<file path="src/rtl/alu_arbiter_pkg.sv">
`default_nettype none
// ============================================================================
// Module      : alu_arbiter_pkg
// Description : Shared ALU/arbiter definitions. Holds the ALU-wide macros
//               (`WIDTH, opcode encodings, `ALU_OP_W, `ALU_ARB_CNT_W) and
//               the package constants derived from them. Opcode 0 is left
//               unused so that an idle mux selects the ALU default arm.
// Revision    : 1.0 - initial release
// ============================================================================

`ifndef WIDTH
`define WIDTH 16
`endif
`ifndef ADD
`define ADD 5'd1
`endif
`ifndef SUB
`define SUB 5'd2
`endif
`ifndef MPY
`define MPY 5'd3
`endif
`ifndef ALU_OP_W
`define ALU_OP_W 5
`endif
`ifndef ALU_ARB_CNT_W
`define ALU_ARB_CNT_W 16
`endif

package alu_arbiter_pkg;
  localparam int c_OP_W   = `ALU_OP_W;
  localparam int c_DATA_W = `WIDTH;
  localparam int c_CNT_W  = `ALU_ARB_CNT_W;

  // Opcode driven to the ALU when nobody holds the grant.
  localparam logic [c_OP_W-1:0] c_OP_IDLE = '0;
endpackage

`default_nettype wire

</file>
<file path="src/rtl/alu_arbiter_if.sv">
`default_nettype none
// ============================================================================
// Module      : alu_arbiter_if
// Description : Request, ALU and response bundle of the ALU arbiter.
//               slave  = arbiter side, master = requesters/ALU/consumer side.
// Revision    : 1.0 - initial release
// ============================================================================
interface alu_arbiter_if #(
  parameter int NREQ = 2,
  parameter int ID_W = 1
);
  import alu_arbiter_pkg::*;

  logic [NREQ-1:0]          req_valid;
  logic [NREQ-1:0]          req_ready;
  logic [NREQ*c_OP_W-1:0]   req_opcode;
  logic [NREQ*c_DATA_W-1:0] req_a;
  logic [NREQ*c_DATA_W-1:0] req_b;
  logic [c_OP_W-1:0]        alu_opcode;
  logic [c_DATA_W-1:0]      alu_a;
  logic [c_DATA_W-1:0]      alu_b;
  logic [c_DATA_W-1:0]      alu_z;
  logic                     rsp_valid;
  logic                     rsp_ready;
  logic [c_DATA_W-1:0]      rsp_data;
  logic [ID_W-1:0]          rsp_id;

  modport slave (
    input  req_valid, req_opcode, req_a, req_b, alu_z, rsp_ready,
    output req_ready, alu_opcode, alu_a, alu_b, rsp_valid, rsp_data, rsp_id
  );

  modport master (
    output req_valid, req_opcode, req_a, req_b, alu_z, rsp_ready,
    input  req_ready, alu_opcode, alu_a, alu_b, rsp_valid, rsp_data, rsp_id
  );
endinterface

`default_nettype wire

</file>
<file path="src/rtl/alu_arbiter_rr_arbiter.sv">
`default_nettype none
// ============================================================================
// Module      : rr_arbiter
// Description : Combinational round-robin picker. Searches last+1 .. last+NREQ
//               (mod NREQ) and returns the first valid requester as a one-hot
//               grant (gated by en_i) plus its encoded index.
// Revision    : 1.0 - initial release
// ============================================================================
module rr_arbiter #(
  parameter int NREQ = 2,
  parameter int ID_W = 1
) (
  input  wire logic [NREQ-1:0] req_i,
  input  wire logic [ID_W-1:0] last_i,
  input  wire logic            en_i,
  output logic      [NREQ-1:0] grant_o,
  output logic      [ID_W-1:0] idx_o
);
  logic hi_found;
  int   hi_idx;
  int   lo_idx;
  int   win;

  // Lowest valid index above last (wrap-free hit) and lowest valid overall (wrap hit).
  always_comb begin
    hi_found = 1'b0;
    hi_idx   = 0;
    lo_idx   = 0;
    for (int i = NREQ - 1; i >= 0; i--) begin
      if (req_i[i]) begin
        lo_idx = i;
        if (i > int'(last_i)) begin
          hi_found = 1'b1;
          hi_idx   = i;
        end
      end
    end
  end

  assign win     = hi_found ? hi_idx : lo_idx;
  assign idx_o   = ID_W'(win);
  assign grant_o = (en_i && (|req_i)) ? (NREQ'(1) << win) : '0;
endmodule

`default_nettype wire

</file>
<file path="src/rtl/alu_arbiter.sv">
`default_nettype none
// ============================================================================
// Module      : alu_arbiter
// Description : Shares one combinational ALU between NREQ requesters.
//               Round-robin grant, operand/opcode mux toward the ALU and a
//               single registered response slot with valid/ready handshake.
//               Optional build macro ALU_ARB_STATS_EN adds grant_cnt, one
//               saturating per-requester grant counter.
// Revision    : 1.0 - initial release
// ============================================================================
module alu_arbiter
  import alu_arbiter_pkg::*;
#(
  parameter int NREQ = 2,
  parameter int ID_W = 1
) (
  input  wire logic         clk,
  input  wire logic         rst,
  alu_arbiter_if.slave      bus
`ifdef ALU_ARB_STATS_EN
  ,
  output logic [NREQ*c_CNT_W-1:0] grant_cnt
`endif
);
  logic                rsp_valid_q, rsp_valid_d;
  logic [c_DATA_W-1:0] rsp_data_q,  rsp_data_d;
  logic [ID_W-1:0]     rsp_id_q,    rsp_id_d;
  logic [ID_W-1:0]     last_q,      last_d;

  logic                can_accept;
  logic [NREQ-1:0]     grant;
  logic [ID_W-1:0]     grant_idx;
  logic                grant_any;
  int                  sel;

  // Slot can take a result if empty or draining this edge; reset blocks grants.
  assign can_accept = (!rsp_valid_q || bus.rsp_ready) && !rst;

  rr_arbiter #(
    .NREQ (NREQ),
    .ID_W (ID_W)
  ) u_rr (
    .req_i   (bus.req_valid),
    .last_i  (last_q),
    .en_i    (can_accept),
    .grant_o (grant),
    .idx_o   (grant_idx)
  );

  assign grant_any     = |grant;
  assign bus.req_ready = grant;

  // Steer the granted requester onto the ALU; zeros select its default arm when idle.
  always_comb begin
    bus.alu_opcode = c_OP_IDLE;
    bus.alu_a      = '0;
    bus.alu_b      = '0;
    sel            = int'(grant_idx);
    if (grant_any) begin
      bus.alu_opcode = bus.req_opcode[sel*c_OP_W +: c_OP_W];
      bus.alu_a      = bus.req_a[sel*c_DATA_W +: c_DATA_W];
      bus.alu_b      = bus.req_b[sel*c_DATA_W +: c_DATA_W];
    end
  end

  // Response slot: load on grant (also covers drain+reload), else empty on drain.
  always_comb begin
    rsp_valid_d = rsp_valid_q;
    rsp_data_d  = rsp_data_q;
    rsp_id_d    = rsp_id_q;
    last_d      = last_q;
    if (grant_any) begin
      rsp_valid_d = 1'b1;
      rsp_data_d  = bus.alu_z;
      rsp_id_d    = grant_idx;
      last_d      = grant_idx;
    end else if (rsp_valid_q && bus.rsp_ready) begin
      rsp_valid_d = 1'b0;
    end
  end

  // State registers; pointer resets to the top index so requester 0 wins first.
  always_ff @(posedge clk) begin
    if (rst) begin
      rsp_valid_q <= 1'b0;
      rsp_data_q  <= '0;
      rsp_id_q    <= '0;
      last_q      <= ID_W'(NREQ - 1);
    end else begin
      rsp_valid_q <= rsp_valid_d;
      rsp_data_q  <= rsp_data_d;
      rsp_id_q    <= rsp_id_d;
      last_q      <= last_d;
    end
  end

  assign bus.rsp_valid = rsp_valid_q;
  assign bus.rsp_data  = rsp_data_q;
  assign bus.rsp_id    = rsp_id_q;

`ifdef ALU_ARB_STATS_EN
  logic [NREQ-1:0][c_CNT_W-1:0] cnt_q, cnt_d;

  // Count grants per requester, sticking at all-ones instead of wrapping.
  always_comb begin
    cnt_d = cnt_q;
    for (int i = 0; i < NREQ; i++) begin
      if (grant[i] && (cnt_q[i] != {c_CNT_W{1'b1}})) begin
        cnt_d[i] = cnt_q[i] + c_CNT_W'(1);
      end
    end
  end

  // Counter registers.
  always_ff @(posedge clk) begin
    if (rst) begin
      cnt_q <= '0;
    end else begin
      cnt_q <= cnt_d;
    end
  end

  assign grant_cnt = cnt_q;
`endif
endmodule

`default_nettype wire

</file>
<file path="src/flat_wrapper.sv">
// flat-port wrapper written by rule: the top's interface ports become plain ports
module alu_arbiter_flat import alu_arbiter_pkg::*;
#(
  parameter int NREQ = 2,
  parameter int ID_W = 1
)
  (clk, rst, bus_req_valid, bus_req_opcode, bus_req_a, bus_req_b, bus_alu_z, bus_rsp_ready, bus_req_ready, bus_alu_opcode, bus_alu_a, bus_alu_b, bus_rsp_valid, bus_rsp_data, bus_rsp_id);
  alu_arbiter_if #(.NREQ(NREQ), .ID_W(ID_W)) bus_i ();
  input  wire logic clk;
  input  wire logic rst;
  input wire logic [$bits(bus_i.req_valid)-1:0] bus_req_valid;
  input wire logic [$bits(bus_i.req_opcode)-1:0] bus_req_opcode;
  input wire logic [$bits(bus_i.req_a)-1:0] bus_req_a;
  input wire logic [$bits(bus_i.req_b)-1:0] bus_req_b;
  input wire logic [$bits(bus_i.alu_z)-1:0] bus_alu_z;
  input wire logic [$bits(bus_i.rsp_ready)-1:0] bus_rsp_ready;
  output wire logic [$bits(bus_i.req_ready)-1:0] bus_req_ready;
  output wire logic [$bits(bus_i.alu_opcode)-1:0] bus_alu_opcode;
  output wire logic [$bits(bus_i.alu_a)-1:0] bus_alu_a;
  output wire logic [$bits(bus_i.alu_b)-1:0] bus_alu_b;
  output wire logic [$bits(bus_i.rsp_valid)-1:0] bus_rsp_valid;
  output wire logic [$bits(bus_i.rsp_data)-1:0] bus_rsp_data;
  output wire logic [$bits(bus_i.rsp_id)-1:0] bus_rsp_id;
  assign bus_i.req_valid = bus_req_valid;
  assign bus_i.req_opcode = bus_req_opcode;
  assign bus_i.req_a = bus_req_a;
  assign bus_i.req_b = bus_req_b;
  assign bus_i.alu_z = bus_alu_z;
  assign bus_i.rsp_ready = bus_rsp_ready;
  assign bus_req_ready = bus_i.req_ready;
  assign bus_alu_opcode = bus_i.alu_opcode;
  assign bus_alu_a = bus_i.alu_a;
  assign bus_alu_b = bus_i.alu_b;
  assign bus_rsp_valid = bus_i.rsp_valid;
  assign bus_rsp_data = bus_i.rsp_data;
  assign bus_rsp_id = bus_i.rsp_id;
  alu_arbiter #(.NREQ(NREQ), .ID_W(ID_W)) u_core (.clk(clk), .rst(rst), .bus(bus_i));
endmodule
</file>
<file path="config.mk">
export PLATFORM = sky130hd
export DESIGN_NAME = alu_arbiter_flat
export DESIGN_NICKNAME = d
export VERILOG_FILES = /design/src/rtl/alu_arbiter_pkg.sv /design/src/rtl/alu_arbiter_if.sv /design/src/rtl/alu_arbiter_rr_arbiter.sv /design/src/rtl/alu_arbiter.sv /design/src/flat_wrapper.sv
export SDC_FILE = /design/constraint.sdc
export NUM_CORES = 1
export LEC_CHECK = 0
export CAP_MARGIN = 20
export CORE_MARGIN = 4
export CORE_UTILIZATION = 26
export CTS_BUF_LIST = sky130_fd_sc_hd__clkbuf_4 sky130_fd_sc_hd__clkbuf_8
export DETAILED_ROUTE_END_ITERATION = 7
export PLACE_DENSITY_LB_ADDON = 0.3
export SLEW_MARGIN = 10
export SYNTH_ARGS = -nofsm -noshare
export SYNTH_HDL_FRONTEND = slang
export SYNTH_SLANG_ARGS = --single-unit
</file>
<file path="constraint.sdc">
create_clock -name clk -period 1.99 [get_ports clk]
set_input_delay 0.4975 -clock clk [delete_from_list [all_inputs] [get_ports clk]]
set_output_delay 0.4975 -clock clk [all_outputs]
set_load 0.05 [all_outputs]
</file>
# After elaboration in Yosys (flattened, before gate mapping)

Index checks and enable logic that the tools add are counted.

Register bits after elaboration: 19
Input port bits: 95
Output and inout bits: 57
Word-level logic and storage cells: 32

Multiply operators: 1
Magnitude comparators: 1
Shift operators: 4
Muxes and demuxes: 13
Reductions and logical operators: 9

Operator list:

| operator                                         | number |
|---|---|
| two-way mux 32 bit                               | 2 |
| variable part select 32 x 6 -> 16 bit            | 2 |
| two-way mux 16 bit                               | 2 |
| variable part select 10 x 32 -> 5 bit            | 1 |
| left shift 1 x 32 -> 2 bit, first input constant | 1 |
| two-way mux 1 bit                                | 7 |
| two-way mux 5 bit                                | 1 |
| multiplier 1 x 3 -> 4 bit, second input constant | 1 |
| OR reduction 2 bit                               | 2 |
| logical AND 1 bit                                | 3 |
| logical NOT 1 bit                                | 2 |
| two-way mux 2 bit                                | 1 |
| nonzero test 2 bit                               | 1 |
| > comparator 1 bit, first input constant         | 1 |
| logical OR 1 bit                                 | 1 |

# Depth between registers and ports, before layout

Gate-level depths: netlist (run 1).

Word-level depth: 8
Gate-level depth with buffers: 6
Gate-level depth less buffers: 3

# Hierarchy

Synthesis (run 1) repeated with hierarchy kept, for this count alone.

Cells, all modules: 172
Area total of the unflattened synthesis: 1357.6 um^2

By module, submodules not included:

| module      | times used | cells an instance | area each (um^2) | sequential area each (um^2) |
|---|---|---|---|---|
| alu_arbiter | 1          | 167               | 1327.5           | 380.4 |
| rr_arbiter  | 1          | 5                 | 30.0             | 0.0 |

# Least setup slack after synthesis (run 1)

Ideal clock, no wire load.

Path type: input to output
Start: input rst
End: output bus_alu_b[10]
Arrival time: 1756 ps
Data required time: 1492 ps
Slack: -263 ps
Cell stages on the path: 5
Buffers on the path: 2
Cells stage by stage: buf_4 > inv_1 > o2111a_1 > buf_2 > a22o_1

Longest elaborated chain between the ends: 6

Ends and longest elaborated chain:

| what                 | RTL line                     | source |
|---|---|---|
| start: declaration   | flat_wrapper.sv:10           | `input wire logic rst;` |
| logical NOT 1 bit    | alu_arbiter.sv:37            | `assign can_accept = (!rsp_valid_q \|\| bus.rsp_ready) && !rst;` |
| logical AND 1 bit    | alu_arbiter.sv:37            |  |
| logical AND 1 bit    | alu_arbiter_rr_arbiter.sv:42 | `assign grant_o = (en_i && (\|req_i)) ? (NREQ'(1) << win) : '0;` |
| two-way mux 2 bit    | alu_arbiter_rr_arbiter.sv:42 |  |
| net bus_req_ready[0] | flat_wrapper.sv:17           | `output wire logic [$bits(bus_i.req_ready)-1:0] bus_req_ready;` |
| OR reduction 2 bit   | alu_arbiter.sv:50            | `assign grant_any = \|grant;` |
| two-way mux 16 bit   | alu_arbiter.sv:59            | `if (grant_any) begin` |
| end: declaration     | flat_wrapper.sv:20           | `output wire logic [$bits(bus_i.alu_b)-1:0] bus_alu_b;` |

The timed path passes the listed nets, and every way through them passes these cells.

# Worst setup path after layout (run 1)

Start: input bus_req_valid[1]
End: output bus_alu_b[1]

Longest elaborated chain between the ends: 7
Elaborated cells on any way between the ends: 12
Those cells by class: shift: 2; mux: 7; reduce/logical: 3

Ends and longest elaborated chain:

| what                                                       | RTL line           | source |
|---|---|---|
| start: declaration                                         | flat_wrapper.sv:11 | `input wire logic [$bits(bus_i.req_valid)-1:0] bus_req_valid;` |
| branches (longest 6 deep; another with two-way mux 32 bit) | n/a                |  |
| two-way mux 16 bit (*)                                     | alu_arbiter.sv:59  |  |

Mark *: on every way between the ends.

==> results of run 1 <==
-- cell usage in the layout (no fill, tap or decap), types with 2 or more instances in the layout --
master           Yosys  layout
a21oi_1             18      18
a22o_4               0      37
buf_12               0      44
buf_16               0       7
buf_2                5       2
buf_4                2      19
buf_6                4       9
clkbuf_16            0       4
clkbuf_8             0       3
clkdlybuf4s50_1      0     101
dfxtp_1             19      17
inv_2                1       2
nand3b_1            16      16
nor2_1               2       2
o21ai_0             17      17
-- final cells by class --
cell class / count / area, um^2 / area share (%)
Timing Repair Buffer: 187 / 2450 / 61.6
Tap cell: 52 / 65.1 / 1.63
Sequential cell: 19 / 385 / 9.68
Inverter: 2 / 7.51 / 0.189
Multi-Input combinational cell: 97 / 1020 / 25.6
Clock buffer: 4 / 48.8 / 1.23
-- per-stage QoR --
step / hold slack, ps / util, % / total power, mW / instance area (um^2)
after floorplan: 501 / - / 0.854 / 1220
after global placement: 460 / 73.3 / 1.36 / 3190
after detailed placement: 469 / 73.3 / 1.37 / 3190
after CTS: 477 / 86.3 / 1.80 / 3760
after global routing: 510 / 91.4 / 1.93 / 3980
final: 475 / 91.4 / 1.89 / 3980
-- routing by layer --
layer,vias up,wire (um)
met5,-,0
met4,0,517
met3,38,1150
met2,152,5260
met1,998,3760
li1,880,-
-- logic make-up (layout without fill, tap and decap cells) --
| logic type | count (synthesis) | in the layout |
|---|---|---|
| AND/OR/NAND/NOR | 22 | 22 |
| buffers and inverters | 18 | 193 |
| flip-flops | 19 | 19 |
| AO/OA/AOI/OAI | 75 | 75 |
-- tightest hold or removal path, delay by kind of cell (launching register included) --
kind	cells	cell delay, ps
AO/OA/AOI/OAI	2	120
flip-flops	1	310
-- power by group through the flow --
stage / Combinational, mW / Sequential [mW] / Clock, mW
after global placement: 0.930 / 0.428 / 0
after CTS: 1.08 / 0.421 / 0.290
after global routing: 1.21 / 0.426 / 0.296
after detailed placement: 0.941 / 0.429 / 0
after floorplan: 0.340 / 0.514 / 0
final: 1.18 / 0.423 / 0.279
-- synthesized netlist by cell type (2+ instances only) --
cell type,number,share of area [%]
a22o_1,37,28
dfxtp_1,19,33
a21oi_1,18,7.7
o21ai_0,17,7.3
nand3b_1,16,10
buf_2,5,2.1
clkbuf_1,5,1.6
buf_6,4,3.8
buf_4,2,1.3
nor2_1,2,0.64
-- repair_timing --
item	CTS	global route
buffers inserted	7	6
gates resized for setup	65	13
pin swaps	28	7
setup endpoints to repair	39	39
cloned	6	7
endpoints found under the hold margin	0	0
-- how the worst min path moves through the flow --
stage	end	slack [ps]
final	u_core.bus.rsp_data[13]	470
after global routing	u_core.bus.rsp_data[5]	510
after CTS	u_core.bus.rsp_data[13]	480
after detailed placement	u_core.bus.rsp_data[13]	470
after global placement	u_core.bus.rsp_data[5]	460
after floorplan	u_core.last_q	500
-- registers in the layout, indices dropped and copies added, names as in the netlist --
signal	cells
u_core.bus.rsp_data	16
u_core.bus.rsp_id	1
u_core.bus.rsp_valid	1
u_core.last_q	1
==> impl_metrics.py, run 1 <==
metrics = {
    "critical_path": {
        "r2r_slack_ps": 570,
        "r2r-end": "u_core.bus.rsp_id",
        "cp_slowest_stage_delay_ps": 300,
        "crit_family": "buffers and inverters",
        "arrival_ps": 1730,
        "cp_max_fo": 5,
        "worst-path-stages": 8,
        "cpMostUsedCell": "buf_12",
        "reg2regPathDepth": 6,
        "worstSetupStartpointType": "input pin",
        "cp-end-kind": "output port",
        "endpoint": "bus_alu_b[1]",
        "critPathLaunch": "bus_req_valid[1]",
        "path_buf_inv": 6,
        "required_ps": 1490,
        "r2r_start": "u_core.last_q",
        "path_class": "in2out",
        "path_cells": "buf_6, inv_2, o2111a_2, buf_12, buf_12, buf_16, a22o_4, buf_12",
        "slowest_stage": "o2111a_2",
    },
    "clocking": {
        "cts_root_buffer": "clkbuf_8",
        "cts_num_sinks": 19,
        "clk_pin_slew_ps": 70,
        "clockBufferDepth": 2,
        "cts_made_buffers": 3,
        "cts_tree": "built",
        "cts_max_level": 1,
        "cts-hold-fix-buffers": 0,
        "worst_skew_pair.late_latency_ps": 250,
    },
    "power": {
        "p_leak_nw": 1.69,
        "intPower_mw": 1.18,
        "p_clk_share_pct": 14.8,
        "combPwrFrac_pct": 62.8,
        "vdd_ir_drop_max_v": 0.000598,
        "p_per_area_nw_per_um2": 474,
        "swShare_pct": 37.2,
        "p_sw_uw": 701,
        "seqPwrFrac_pct": 22.5,
    },
    "placed_design": {
        "dp_cells": 333,
        "pre_cts_ws_ps": -477,
        "place_hpwl_um": 5370,
        "gp_congestion": 0.723,
        "portBuffers": 151,
    },
    "grt": {
        "grt_pass1_vias": 2006,
        "grt_use_met1_pct": 33.9,
        "antenna_found_initial": 0,
        "grt_pass1_wl_um": 12500,
        "top_usage_layer": "met2",
        "grt-ovfl-total": 0,
        "use_met2_pct": 52.9,
        "grt_use_total_pct": 30.7,
        "grt_max_degree": 39,
        "grtUsageMet3_pct": 12.3,
    },
    "synth": {
        "synth_mux_area_share_pct": 0,
        "synth-edff-count": 0,
        "synth_top_family_by_area": "compound AO/OA/AOI/OAI gates",
        "synth-main-ff-cell": "dfxtp_1",
        "synthSimpleGateAreaFrac_pct": 13.2,
        "synthAdderAreaFrac_pct": 0,
        "async_flop_share_pct": 0,
        "ys_seq_area_share_pct": 32.5,
        "synth_nets": 229,
        "synth_seq_cells": 19,
        "ys_warn_count": 0,
        "synth_compound_area_share_pct": 44.8,
        "syn_area_um2": 1170,
        "synth_cell_types": 19,
        "synth-xor-area-share_pct": 0,
        "synthCells": 134,
        "synth_area_per_cell_um2": 8.73,
    },
    "worst_hold_path": {
        "min_path_cells": 2,
        "hold_path.class": "reg2reg",
        "hold_start": "u_core.bus.rsp_data[13]",
    },
    "floorplanning": {
        "initial_utilization_pct": 26.9,
        "die_y_um": 75.1,
        "num_io_pins": 152,
        "fp-row-count": 24,
        "die_x_um": 75.1,
        "die_area_um2": 5640,
        "core_um2": 4350,
    },
    "timing": {
        "hold_viol": 0,
        "slew_headroom_pct": 64.9,
        "worstMarginPinSlew_ps": 524,
        "setup_viol": 39,
        "drv_slew": 0,
        "clock_skew_ps": 0.942,
        "post-route-period-util_pct": 112,
        "rsz0062_at_grt": "yes",
        "fmax_mhz": 449,
        "setup_tns_ps": -6820,
        "fin_ws_ps": -236,
        "period_minus_slack_ps": 2230,
    },
    "cells_and_area": {
        "nets": 405,
        "nFillCells": 146,
        "areaGrowthSynthToFinish_pct": 240,
        "n_antenna_cell": 0,
        "drive_above_1_share_pct": 44.0,
        "fin_cells": 361,
    },
    "detailed_routing": {
        "dr.pass1.iters": 4,
        "ant_nets": 0,
        "drt-wirelength-per-cell_um": 29.6,
        "post-route-drc-count": 0,
        "vias_per_cell": 5.73,
        "wirelength_um": 10700,
        "vias": 2068,
        "drtIter0Drc": 92,
    },
    "status": {
        "status": "finished, violations left",
        "violations": "setup timing",
    },
    "run": {
        "drv_cap": 0,
    },
}
Note: power is estimated with default switching activity, not from simulation.
==> run 2, diff against run 1 <==
Settings changed: SKIP_CTS_REPAIR_TIMING from default to 1.
==> impl_metrics.py, run 2 (synthesized netlist as in run 1, its figures left out) <==
metrics = {
    "status": {
        "status": "finished, violations left",
        "violations": "setup timing",
    },
    "cells_and_area": {
        "fin_cells": 347,
        "final_core_util_pct": 85.5,
        "areaGrowthSynthToFinish_pct": 218,
        "layout_commonest_cell": "clkdlybuf4s50_1",
        "n_antenna_cell": 0,
        "largest_reg_flops": 16,
        "drive_above_1_share_pct": 40.7,
        "nets": 391,
        "final_cell_mix": "clkdlybuf4s50_1, buf_12, a22o_4",
    },
    "detailed_routing": {
        "top_layer_used": "met4",
        "vias_per_cell": 5.32,
        "ant_nets": 0,
        "wl_met3_um": 943,
        "post-route-drc-count": 0,
        "wirelength_um": 8510,
        "vias": 1847,
        "dr.pass1.iters": 4,
        "wl_met1_um": 2990,
        "drtIter0Drc": 44,
        "wl_met2_um": 4280,
        "drt-wirelength-per-cell_um": 24.5,
    },
    "grt": {
        "grt-ovfl-total": 0,
        "grt_use_total_pct": 20.7,
        "grt_pass1_vias": 1669,
        "grt_pass1_wl_um": 8740,
        "grt_max_degree": 39,
        "antenna_found_initial": 0,
    },
    "power": {
        "p_leak_nw": 1.58,
        "p_per_area_nw_per_um2": 481,
        "vdd_ir_drop_max_v": 0.000445,
    },
    "clocking": {
        "clockBufferDepth": 2,
        "cts_max_level": 1,
        "cts_root_buffer": "clkbuf_8",
        "cts_num_sinks": 19,
        "clk_pin_slew_ps": 70,
        "worst_skew_pair.late_latency_ps": 260,
        "cts_tree": "built",
        "cts_made_buffers": 3,
    },
    "placed_design": {
        "place_hpwl_um": 5370,
        "pre_cts_ws_ps": -477,
        "portBuffers": 151,
        "dp_cells": 333,
        "gp_congestion": 0.723,
    },
    "floorplanning": {
        "die_area_um2": 5640,
        "fp-row-count": 24,
        "initial_utilization_pct": 26.9,
        "core_um2": 4350,
        "num_io_pins": 152,
        "die_y_um": 75.1,
        "die_x_um": 75.1,
    },
    "timing": {
        "rsz0062_at_grt": "yes",
        "slew_headroom_pct": 65.2,
        "clock_skew_ps": 5.93,
        "period_minus_slack_ps": 2100,
        "hold_viol": 0,
        "fin_ws_ps": -111,
        "drv_slew": 0,
        "setup_viol": 38,
        "fmax_mhz": 476,
        "post-route-period-util_pct": 106,
        "worstMarginPinSlew_ps": 521,
    },
    "critical_path": {
        "arrival_ps": 1600,
        "required_ps": 1490,
        "worstSetupStartpointType": "flop",
        "cp_max_fo": 9,
        "cp-end-kind": "output port",
        "path_class": "reg2out",
    },
    "worst_hold_path": {
        "hold_path.class": "reg2reg",
    },
    "run": {
        "drv_cap": 0,
    },
}
[run 2: changes by cell type in the layout (fill, tap and decap cells not counted), sizes merged]
| cell | delta |
|---|---|
| buf | -16 |
| dlymetal6s2s | +2 |
[run 2: worst paths after layout]
check / start / endpoint / slack [ps] / cells after the start
hold / removal: u_core.bus.rsp_data[13] / u_core.bus.rsp_data[13] / 480 / 2
setup reg to reg: u_core.bus.rsp_valid / u_core.bus.rsp_id / 710 / 5
setup / recovery: u_core.last_q / bus_alu_a[9] / -110 / 5
hold reg to reg: u_core.bus.rsp_data[13] / u_core.bus.rsp_data[13] / 480 / 2
[run 2: per-stage QoR]
stage	instance area [um^2]	hold slack, ps	total power [mW]	setup TNS, ps
3_3_place_gp	3190	460	1.36	-16600
2_1_floorplan	1220	501	0.854	-1010
6_report	3720	477	1.79	-3570
4_1_cts	3240	477	1.65	-18270
3_5_place_dp	3190	469	1.37	-18070
5_1_grt	3720	510	1.85	-4420
[run 2: where the power goes]
part	switching [mW]	leakage (nW)	internal, mW
logic	0.516	1.40	0.568
clock network	0.130	0.0262	0.156
registers	0.0144	0.157	0.408
total	0.661	1.58	1.13
[run 2: critical path, cell delays in order, from the launching register on]
cell	delay, ps
dfxtp_2	340
o2111a_2	290
buf_12	150
buf_12	150
a22o_4	270
buf_12	150
[run 2: area by class of cell]
| class | count | area (um^2) |
|---|---|---|
| repair buffers | 173 | 2200 |
| multi-input cells | 97 | 1020 |
| inverters | 2 | 7.51 |
| fillers | 199 | 629 |
| clock buffers | 4 | 48.8 |
| well taps | 52 | 65.1 |
| flip-flops and latches | 19 | 383 |
[run 2: layer usage]
layer | track usage (%) | vias to the layer above
met1 | 23.2 | 859
li1 | - | 846
met3 | 6.68 | 25
met5 | 0 | -
met2 | 37.5 | 117
met4 | 5.14 | 0
